**config.mk**
```make
export PLATFORM = sky130hd
export DESIGN_NAME = counter_sequencer
export DESIGN_NICKNAME = d
export VERILOG_FILES = /design/src/rtl/counter_sequencer.sv
export SDC_FILE = /design/constraint.sdc
export NUM_CORES = 1
export LEC_CHECK = 0
export BUFFER_PORTS_ARGS = -buffer_cell sky130_fd_sc_hd__buf_2
export CAP_MARGIN = 20
export CORE_AREA = 2 2 102 104
export DETAILED_ROUTE_END_ITERATION = 12
export DIE_AREA = 0 0 104 106
export GPL_TIMING_DRIVEN = 0
export PLACE_DENSITY = 0.87
export SYNTH_ARGS = -nofsm -noshare
export SYNTH_HDL_FRONTEND = slang
export SYNTH_SLANG_ARGS = --single-unit
```
**constraint.sdc**
```tcl
create_clock -name clock -period 4.3 [get_ports clock]
set_clock_uncertainty 0.15 [all_clocks]
set_input_delay 0.215 -clock clock [delete_from_list [all_inputs] [get_ports clock]]
set_output_delay 0.215 -clock clock [all_outputs]
set_load 0.05 [all_outputs]
```
**src/rtl/counter_sequencer.sv**
```systemverilog
// Sequencer for the N-bit up/down counter: load low bound, ramp up to high, ramp down to low,
// repeated for num_cycles rounds at a prescaled rate, with pause and stop.
module counter_sequencer #(
  parameter int N = 32,
  parameter int C = 8,
  parameter int P = 16
) (
  input  logic         clock,
  input  logic         reset,
  input  logic         start,
  input  logic         stop,
  input  logic         pause,
  input  logic [N-1:0] low_value,
  input  logic [N-1:0] high_value,
  input  logic [C-1:0] num_cycles,
  input  logic [P-1:0] tick_div,
  input  logic [N-1:0] counter_value,
  output logic         cnt_enable,
  output logic         cnt_dec,
  output logic         cnt_load,
  output logic [N-1:0] cnt_load_value,
  output logic         busy,
  output logic         done,
  output logic         phase_up,
  output logic [C-1:0] cycle_count,
  output logic         error
);

  typedef enum logic [2:0] {
    S_IDLE = 3'd0,
    S_LOAD = 3'd1,
    S_UP   = 3'd2,
    S_DOWN = 3'd3,
    S_DONE = 3'd4
  } state_t;

  state_t       r_state;
  logic [P-1:0] r_prescale;
  logic [C-1:0] r_cycle_count;

  logic [P-1:0] w_div_m1;
  logic         w_counting;
  logic         w_tick;
  logic         w_at_high;
  logic         w_at_low;
  logic         w_bounds_ok;
  logic [C-1:0] w_cycle_next;
  logic         w_last_round;

  // tick_div of 0 behaves as 1; >= keeps the prescaler bounded if tick_div drops mid-count
  assign w_div_m1     = (tick_div == {P{1'b0}}) ? {P{1'b0}} : (tick_div - {{(P-1){1'b0}}, 1'b1});
  assign w_counting   = ((r_state == S_UP) || (r_state == S_DOWN)) && !pause && !stop;
  assign w_tick       = w_counting && (r_prescale >= w_div_m1);
  assign w_at_high    = (counter_value >= high_value);
  assign w_at_low     = (counter_value <= low_value);
  assign w_bounds_ok  = (high_value > low_value);
  assign w_cycle_next = (&r_cycle_count) ? r_cycle_count
                                         : (r_cycle_count + {{(C-1){1'b0}}, 1'b1});
  assign w_last_round = (num_cycles != {C{1'b0}}) && (w_cycle_next == num_cycles);
  assign cycle_count  = r_cycle_count;

  // Control outputs decoded from state, tick and the counter read-back
  always_comb begin
    cnt_enable     = 1'b0;
    cnt_dec        = 1'b0;
    cnt_load       = 1'b0;
    cnt_load_value = high_value;
    busy           = 1'b0;
    done           = 1'b0;
    phase_up       = 1'b0;
    error          = 1'b0;
    case (r_state)
      S_IDLE: begin
        cnt_load_value = reset ? high_value : {N{1'b0}};
        error          = reset && start && !stop && !w_bounds_ok;
      end
      S_LOAD: begin
        cnt_load       = !stop;
        cnt_load_value = low_value;
        busy           = 1'b1;
      end
      S_UP: begin
        busy       = 1'b1;
        phase_up   = 1'b1;
        cnt_enable = w_tick && !w_at_high;
      end
      S_DOWN: begin
        busy       = 1'b1;
        cnt_dec    = 1'b1;
        cnt_enable = w_tick && !w_at_low;
      end
      S_DONE: begin
        done = !stop;
      end
      default: begin
        cnt_enable = 1'b0;
      end
    endcase
  end

  // State, prescaler and round counter; stop outranks every other input outside IDLE
  always_ff @(posedge clock or negedge reset) begin
    if (!reset) begin
      r_state       <= S_IDLE;
      r_prescale    <= {P{1'b0}};
      r_cycle_count <= {C{1'b0}};
    end else begin
      case (r_state)
        S_IDLE: begin
          if (start && !stop && w_bounds_ok) begin
            r_cycle_count <= {C{1'b0}};
            r_state       <= S_LOAD;
          end else begin
            r_state <= S_IDLE;
          end
        end
        S_LOAD: begin
          if (stop) begin
            r_state <= S_IDLE;
          end else begin
            r_prescale <= {P{1'b0}};
            r_state    <= S_UP;
          end
        end
        S_UP: begin
          if (stop) begin
            r_state <= S_IDLE;
          end else if (pause) begin
            r_state <= S_UP;
          end else if (w_at_high) begin
            r_prescale <= {P{1'b0}};
            r_state    <= S_DOWN;
          end else if (w_tick) begin
            r_prescale <= {P{1'b0}};
          end else begin
            r_prescale <= r_prescale + {{(P-1){1'b0}}, 1'b1};
          end
        end
        S_DOWN: begin
          if (stop) begin
            r_state <= S_IDLE;
          end else if (pause) begin
            r_state <= S_DOWN;
          end else if (w_at_low) begin
            r_prescale    <= {P{1'b0}};
            r_cycle_count <= w_cycle_next;
            r_state       <= w_last_round ? S_DONE : S_UP;
          end else if (w_tick) begin
            r_prescale <= {P{1'b0}};
          end else begin
            r_prescale <= r_prescale + {{(P-1){1'b0}}, 1'b1};
          end
        end
        S_DONE: begin
          r_state <= S_IDLE;
        end
        default: begin
          r_state <= S_IDLE;
        end
      endcase
    end
  end

endmodule

```
Word level (Yosys, flattened, before mapping)
Cells that the tools add are included.
- muxes and demuxes: 35
- magnitude comparators: 4
- eq/ne operators: 14
- reductions and logical operators: 27
- add/sub/neg operators: 3
- operators with widths (operator ; number):
    2-to-1 mux 16 bit ; 9
    one-hot mux 32 bit (2 select lines) ; 1
    one-hot mux 16 bit (3 select lines) ; 1
    2-to-1 mux 8 bit ; 5
    >= comparator 32 bit ; 1
    > comparator 32 bit ; 1
    <= comparator 32 bit ; 1
    2-to-1 mux 32 bit ; 1
    2-to-1 mux 3 bit ; 7
    adder 16 x 1 -> 16 bit, second input constant ; 1
    >= comparator 16 bit ; 1
    zero test 16 bit ; 1
    one-hot mux 8 bit (2 select lines) ; 1
    subtractor 16 x 1 -> 16 bit, second input constant ; 1
    inequality test 2 bit, second input constant ; 7
    one-hot mux 3 bit (4 select lines) ; 1
    logical AND 1 bit ; 11
    adder 8 x 1 -> 8 bit, second input constant ; 1
    equality test 8 bit ; 1
    inequality test 4 bit, second input constant ; 2
    AND reduction 8 bit ; 1
    nonzero test 8 bit ; 1
    2-to-1 mux 1 bit ; 7
    equality test 3 x 2 -> 1 bit, second input constant ; 2
    13 further kinds ; 17
- input bits: 125
- output and inout port bits: 47
- logic and storage cells: 86
- bits in registers: 27

Longest topological paths before layout
Gate-level depths: netlist (run 1).
- depth in word-level cells: 10
- mapped depth: 16

Least setup slack after synthesis (run 1)
Ideal clock, no wire load.
- path kind: input -> output
- start point: input tick_div[5]
- end point: output cnt_enable
- stages on the path: 12
- data arrival time: 3.256 ns
- path buffers: 1
- path slack: 0.679 ns
- data required time: 3.935 ns
- cells stage by stage: or4_1 > nor3_1 > nand4b_1 > and2_1 > ha_1 > nand2b_1 > a211oi_1 > o21ai_0 > a2111oi_0 > o21ai_1 > buf_2 > and3_1
- word-level cells in the longest chain between the ends: 6
- RTL lines (item ; line ; text):
    start, declared ; 16 ; input logic [P-1:0] tick_div,
    subtractor 16 x 1 -> 16 bit or zero test 16 bit (tied branches) ; 51 ; assign w_div_m1 = (tick_div == {P{1'b0}}) ? {P{1'b0}} : (tick_div - {{(P-1){1'b0}}, 1'b1});
    2-to-1 mux 16 bit * ; 51 ;
    >= comparator 16 bit * ; 53 ; assign w_tick = w_counting && (r_prescale >= w_div_m1);
    logical AND 1 bit * ; 53 ;
    logical AND 1 bit (on tied branches) ; 90, 85 ;
    one-hot mux 1 bit (2 select lines) * ; 72 ; case (r_state)
    end, declared ; 18 ; output logic cnt_enable,
Mark *: on every way between the ends. The rest lies on a longest branch, timed or not.

Final worst setup path (run 1)
- start point: input tick_div[11]
- end point: output cnt_enable
Same word-level chain as after synthesis.

==> results of run 1 <==
[metal layers]
| metal | global-route usage | routed length, µm | vias to the layer above |
|---|---|---|---|
| met5 | 0 | 0 | - |
| met4 | 0.06564 | 273 | 0 |
| met3 | 0.02391 | 768 | 24 |
| met2 | 0.4305 | 6832 | 166 |
| met1 | 0.3585 | 6746 | 2607 |
| li1 | - | - | 2826 |
[worst paths after layout]
kind	cells after the start	slack [ns]	to	start
setup / recovery	15	0.17	cnt_enable	tick_div[11]
hold / removal	3	0.29	r_state[1]	stop
setup reg to reg	11	1.23	r_prescale[6]	r_prescale[0]
hold reg to reg	1	0.42	r_prescale[11]	r_prescale[11]
max in group asynchronous	2	3.27	cycle_count[5]	reset
min in group asynchronous	2	0.32	cycle_count[0]	reset
[power by group through the flow]
stage / registers, W / clock network, W / logic, W
2_1_floorplan: 0.000313 / 0 / 0.000517
3_3_place_gp: 0.000303 / 0 / 0.000748
3_5_place_dp: 0.000303 / 0 / 0.000763
4_1_cts: 0.000299 / 0.000153 / 0.000767
5_1_grt: 0.000304 / 0.000171 / 0.000844
6_report: 0.000300 / 0.000151 / 0.000770
[flip-flops by register name, indices dropped and copies added, names as in the netlist]
name	flops
cycle_count	8
r_state	3
r_prescale	16
[cell usage after synthesis (11+ instances only)]
library cell | instances | area share
o21ai_0 | 38 | 0.037
and4_1 | 11 | 0.019
dfrtp_1 | 27 | 0.13
nand2_1 | 71 | 0.052
a21o_1 | 13 | 0.019
nor3_1 | 15 | 0.015
and3_1 | 12 | 0.015
xor2_1 | 11 | 0.019
nand4_1 | 11 | 0.013
a21oi_1 | 33 | 0.032
a22o_1 | 33 | 0.056
clkbuf_1 | 11 | 0.0080
xnor2_1 | 11 | 0.019
inv_1 | 79 | 0.057
nor4_1 | 11 | 0.013
nand3_1 | 27 | 0.026
nor2_1 | 30 | 0.022
ha_1 | 116 | 0.28
[worst max-delay path: stages]
cell,delay (ns)
buf_2,0.11
or4_1,0.63
nor4_2,0.23
nand4b_1,0.13
buf_4,0.17
and2_1,0.16
ha_1,0.26
nand2b_1,0.14
a211oi_1,0.24
o21ai_0,0.14
a2111oi_1,0.47
o21ai_1,0.23
buf_2,0.23
and3_1,0.18
buf_2,0.21
[cell type report]
cell class	instances	area [µm²]
Timing Repair Buffer	172	870.8
Multi-Input combinational cell	542	4116
Clock inverter	1	7.507
Fill cell	920	3734
Sequential cell	27	675.6
Inverter	79	296.5
Buffer	18	87.58
Tap cell	136	170.2
Clock buffer	3	41.29
[what timing repair did]
action / 4_1_cts / 5_1_grt
gates cloned: 0 / 0
endpoints found under the hold margin: 27 / 0
hold buffers: 1 / 0
gates resized for setup: 1 / 2
buffers inserted: 0 / 2
endpoints found under the setup margin: 1 / 8
pin swaps: 1 / 1
[stage by stage]
step	instance area, µm²	total power (W)	utilization	setup TNS (ns)
finish	6266	0.001220	0.6266	0
global route	6266	0.001319	0.6266	-0.005354
CTS	6240	0.001219	0.6240	0
detailed placement	6180	0.001067	0.6180	-1.532
global placement	6180	0.001051	0.6180	-0.6153
floorplan	5164	0.0008292	-	0
[cell families (layout without fill, tap and decap cells)]
family                   Yosys count  count (layout)
AND/OR/NAND/NOR                  219             219
AO/OA/AOI/OAI                    180             180
adder cells (fa/ha/maj)          116             116
buffers and inverters             97             273
flip-flops                        27              27
XOR/XNOR                          22              22
multiplexers                       5               5
[layout by cell type (no fill, tap or decap), types with 8 or more instances in the layout]
| master | instances |
|---|---|
| a211oi_1 | 8 |
| a21o_1 | 13 |
| a21oi_1 | 33 |
| a22o_1 | 33 |
| and3_1 | 12 |
| and4_1 | 11 |
| buf_2 | 173 |
| clkbuf_1 | 11 |
| dfrtp_1 | 27 |
| ha_1 | 116 |
| inv_1 | 79 |
| nand2_1 | 71 |
| nand3_1 | 27 |
| nand4_1 | 11 |
| nor2_1 | 30 |
| nor3_1 | 14 |
| nor4_1 | 10 |
| o21ai_0 | 38 |
| xnor2_1 | 11 |
| xor2_1 | 11 |
==> impl_metrics.env, run 1 <==
export IMPL_clockPowerShare=0.123
export IMPL_tightest_slew_ns=0.7300
export IMPL_cts_max_path_buffers=2
export IMPL_status="completed"
export IMPL_worst_slack_ns=0.1709
export IMPL_drive_above_1_share=0.2328
export IMPL_fp_coreArea_um2=10000
export IMPL_grt_pass1_vias=5255
export IMPL_ys_types=68
export IMPL_finalNonFillerCells=978
export IMPL_crit_required_ns=3.93
export IMPL_floorplan_initialDensity=0.5164
export IMPL_grt_usage=0.2579
export IMPL_seqPwrFrac=0.246
export IMPL_cts_made_buffers=3
export IMPL_pre_cts_ws_ns=-0.1532
export IMPL_hold_class="in2reg"
export IMPL_gp_congestion=0.9571
export IMPL_detail_route_wl_per_cell_um=14.95
export IMPL_syn_nets=907
export IMPL_grt_max_degree=29
export IMPL_cap_violations=0
export IMPL_worstPathArrival_ns=3.76
export IMPL_via_count=5623
export IMPL_synth_warnings=0
export IMPL_grt_first_pass_wirelength_um=23870
export IMPL_clock_sinks=27
export IMPL_fin_crit_ns=4.129
export IMPL_ir_drop_mv=0.1408
export IMPL_antenna_found_initial=0
export IMPL_endpoint_kind="output pin"
export IMPL_syn_avg_cell_area_um2=7.753
export IMPL_dieHeight_um=106
export IMPL_tritoncts="yes"
export IMPL_slew_headroom=0.5096
export IMPL_synth_edff_count=0
export IMPL_synth_compound_area_frac=0.2452
export IMPL_ys_seq_elements=27
export IMPL_clk_pin_slew_ns=0.09
export IMPL_seq_area_frac_synth=0.1308
export IMPL_power_density_nw_per_um2=194.7
export IMPL_power_leakage_nw=3.454
export IMPL_numPortBuffers=169
export IMPL_finalHoldWorstSlack_ns=0.2878
export IMPL_synth_fa_ha_area_frac=0.2811
export IMPL_dieArea_um2=11020
export IMPL_antenna_cells=0
export IMPL_pwr_share_comb=0.631
export IMPL_synth_cells=666
export IMPL_die_w_um=104
export IMPL_clock_latency_ns=0.28
export IMPL_nets=1084
export IMPL_synthXorXnorAreaFrac=0.03732
export IMPL_finalHoldViolations=0
export IMPL_first_pass_iters=4
export IMPL_yosys_area_share_simple=0.2212
export IMPL_fp_row_count=37
export IMPL_start_kind="input pin"
export IMPL_dp_hpwl_um=12570
export IMPL_avgViaCountPerCell=5.749
export IMPL_maxSlewViolCount=0
export IMPL_cp_max_fo=10
export IMPL_drt_iter0_drc=291
export IMPL_synth_area_mux_share=0.009935
export IMPL_p_int_w=0.0006015
export IMPL_htree_levels=1
export IMPL_netSwitchingFraction=0.5070
export IMPL_setup_viol=0
export IMPL_cts_root_buffer="clkbuf_8"
export IMPL_drt_total_wl_um=14620
export IMPL_p_sw_w=0.0006186
export IMPL_fin_crit_sh=0.9603
export IMPL_drc=0
export IMPL_dp_cells=971
export IMPL_max_clock_freq_mhz=242.2
export IMPL_area_growth_synth_to_final_pct=21.35
export IMPL_critPathKind="in2out"
export IMPL_synthArstFlopShare=1.000
export IMPL_synth_top_family_by_area="adder cells"
export IMPL_syn_area_um2=5164
export IMPL_ios=172
export IMPL_ant_nets=0
export IMPL_gr_total_overflow=0
export IMPL_synth_ff_type="dfrtp_1"
(Power assumes the default switching activity.)
==> inputs of run 2 (changes only) <==
PLACE_DENSITY = 0.92   (was 0.87)
==> impl_metrics.env, run 2 (synthesis gave the netlist of run 1 again) <==
export IMPL_p_sw_w=0.0006228
export IMPL_dp_hpwl_um=12690
export IMPL_finalHoldWorstSlack_ns=0.2584
export IMPL_maxSlewViolCount=0
export IMPL_largest_register="r_prescale"
export IMPL_tritoncts="yes"
export IMPL_drive_above_1_share=0.2331
export IMPL_postPlaceCellArea_um2=6180
export IMPL_dieArea_um2=11020
export IMPL_via_count=5721
export IMPL_pwr_share_comb=0.633
export IMPL_clk_pin_slew_ns=0.09
export IMPL_die_w_um=104
export IMPL_final_common_cell="buf_2"
export IMPL_grt_first_pass_wirelength_um=24480
export IMPL_endpoint_kind="output pin"
export IMPL_fp_row_count=37
export IMPL_finalHoldViolations=0
export IMPL_finalPower_w=0.001226
export IMPL_gp_congestion=0.9783
export IMPL_drt_total_wl_um=15030
export IMPL_power_density_nw_per_um2=195.3
export IMPL_fp_coreArea_um2=10000
export IMPL_slowest_delay_ns=0.61
export IMPL_avgViaCountPerCell=5.856
export IMPL_crit_required_ns=3.93
export IMPL_clock_latency_ns=0.28
export IMPL_antenna_found_initial=0
export IMPL_setup_viol=0
export IMPL_layout_common_cells="buf_2 (173), ha_1 (116), inv_1 (79)"
export IMPL_crit_top_cell="buf_2"
export IMPL_worstPathArrival_ns=3.71
export IMPL_cts_max_path_buffers=2
export IMPL_slew_headroom=0.5290
export IMPL_pre_cts_ws_ns=-0.3832
export IMPL_largest_reg_flops=16
export IMPL_grt_max_degree=29
export IMPL_path_cells="buf_2 -> or4_1 -> nor3_4 -> nand4b_1 -> and2_1 -> ha_1 -> nand2b_1 -> a211oi_1 -> o21ai_0 -> a2111oi_2 -> o21ai_1 -> buf_2 -> and3_1 -> buf_2"
export IMPL_grt_pass1_vias=5332
export IMPL_dp_cells=971
export IMPL_p_int_w=0.0006037
export IMPL_first_pass_iters=4
export IMPL_worst_slack_ns=0.2207
export IMPL_antenna_cells=0
export IMPL_power_leakage_nw=3.459
export IMPL_cap_violations=0
export IMPL_start_kind="input pin"
export IMPL_finalInstanceArea_um2=6279
export IMPL_area_growth_synth_to_final_pct=21.59
export IMPL_finalNonFillerCells=977
export IMPL_drc=0
export IMPL_cpMaxStageDelayCell="or4_1"
export IMPL_max_clock_freq_mhz=245.1
export IMPL_clock_sinks=27
export IMPL_hold_class="in2reg"
export IMPL_htree_levels=1
export IMPL_cts_root_buffer="clkbuf_8"
export IMPL_rsz0062_at_grt="false"
export IMPL_netSwitchingFraction=0.5078
export IMPL_dieHeight_um=106
export IMPL_fin_crit_ns=4.079
export IMPL_numPortBuffers=169
export IMPL_seqPwrFrac=0.246
export IMPL_ant_nets=0
export IMPL_grt_usage=0.2642
export IMPL_drt_iter0_drc=297
export IMPL_ios=172
export IMPL_critPathKind="in2out"
export IMPL_tightest_slew_ns=0.7011
export IMPL_status="completed"
export IMPL_cp_max_fo=10
export IMPL_floorplan_initialDensity=0.5164
export IMPL_fin_crit_sh=0.9487
export IMPL_cts_made_buffers=3
export IMPL_gr_total_overflow=0
export IMPL_detail_route_wl_per_cell_um=15.38
export IMPL_ir_drop_mv=0.1339
export IMPL_clockPowerShare=0.121
export IMPL_nets=1083
-- run 2: cell count changes in the layout (fill, tap and decap cells not counted), sizes merged --
| cell | before | now |
|---|---|---|
| buf | 178 | 177 |
| clkbuf | 14 | 15 |
| clkinvlp | 1 | 0 |
-- run 2: power groups by stage --
| stage | clock (W) | sequential [W] | combinational (W) |
|---|---|---|---|
| 6_report | 0.000149 | 0.000301 | 0.000777 |
| 2_1_floorplan | 0 | 0.000313 | 0.000517 |
| 4_1_cts | 0.000150 | 0.000300 | 0.000772 |
| 3_5_place_dp | 0 | 0.000304 | 0.000768 |
| 5_1_grt | 0.000162 | 0.000304 | 0.000850 |
| 3_3_place_gp | 0 | 0.000302 | 0.000748 |
-- run 2: layer usage --
metal | part of all wire | vias up | track usage
met4 | 0.020 | 0 | 0.05792
met3 | 0.060 | 26 | 0.02636
met1 | 0.44 | 2666 | 0.3440
met5 | 0 | - | 0
li1 | - | 2828 | -
met2 | 0.48 | 201 | 0.4737
-- run 2: worst paths after layout --
path,start,end,slack (ns),cells past startpoint
worst max register to register,r_prescale[0],r_prescale[4],1.15,11
worst min-delay path,stop,r_state[1],0.26,3
worst min register to register,r_prescale[15],r_prescale[15],0.42,2
worst max-delay path,tick_div[5],cnt_enable,0.22,14
max in group asynchronous,reset,r_prescale[8],3.26,2
min in group asynchronous,reset,cycle_count[3],0.33,2
-- run 2: repair_timing --
action                     4_1_cts  5_1_grt
hold endpoints to repair        27        0
setup buffers                    1        0
pin swaps                        1        1
hold buffers                     1        0
gates resized for setup          3        4
setup endpoints to repair       14        2
-- run 2: final cells by class --
class | count | area (µm²)
repair buffers | 171 | 863.3
plain buffers | 18 | 87.58
inverters | 79 | 296.5
flip-flops and latches | 27 | 675.6
clock buffers | 4 | 45.04
multi-input cells | 542 | 4140
fillers | 934 | 3721
well taps | 136 | 170.2
-- run 2: per-stage QoR --
stage / utilization / TNS [ns]
global placement: 0.6180 / -2.629
CTS: 0.6254 / 0
global route: 0.6279 / 0
floorplan: - / 0
detailed placement: 0.6180 / -5.199
finish: 0.6279 / 0
-- run 2: critical path, delay by kind of cell --
kind | cells | cell delay, ns
and+or+nand+nor | 6 | 1.58
AOI/OAI and AO/OA | 4 | 1.14
buffers and inverters | 3 | 0.53
adders and majority gates | 1 | 0.26
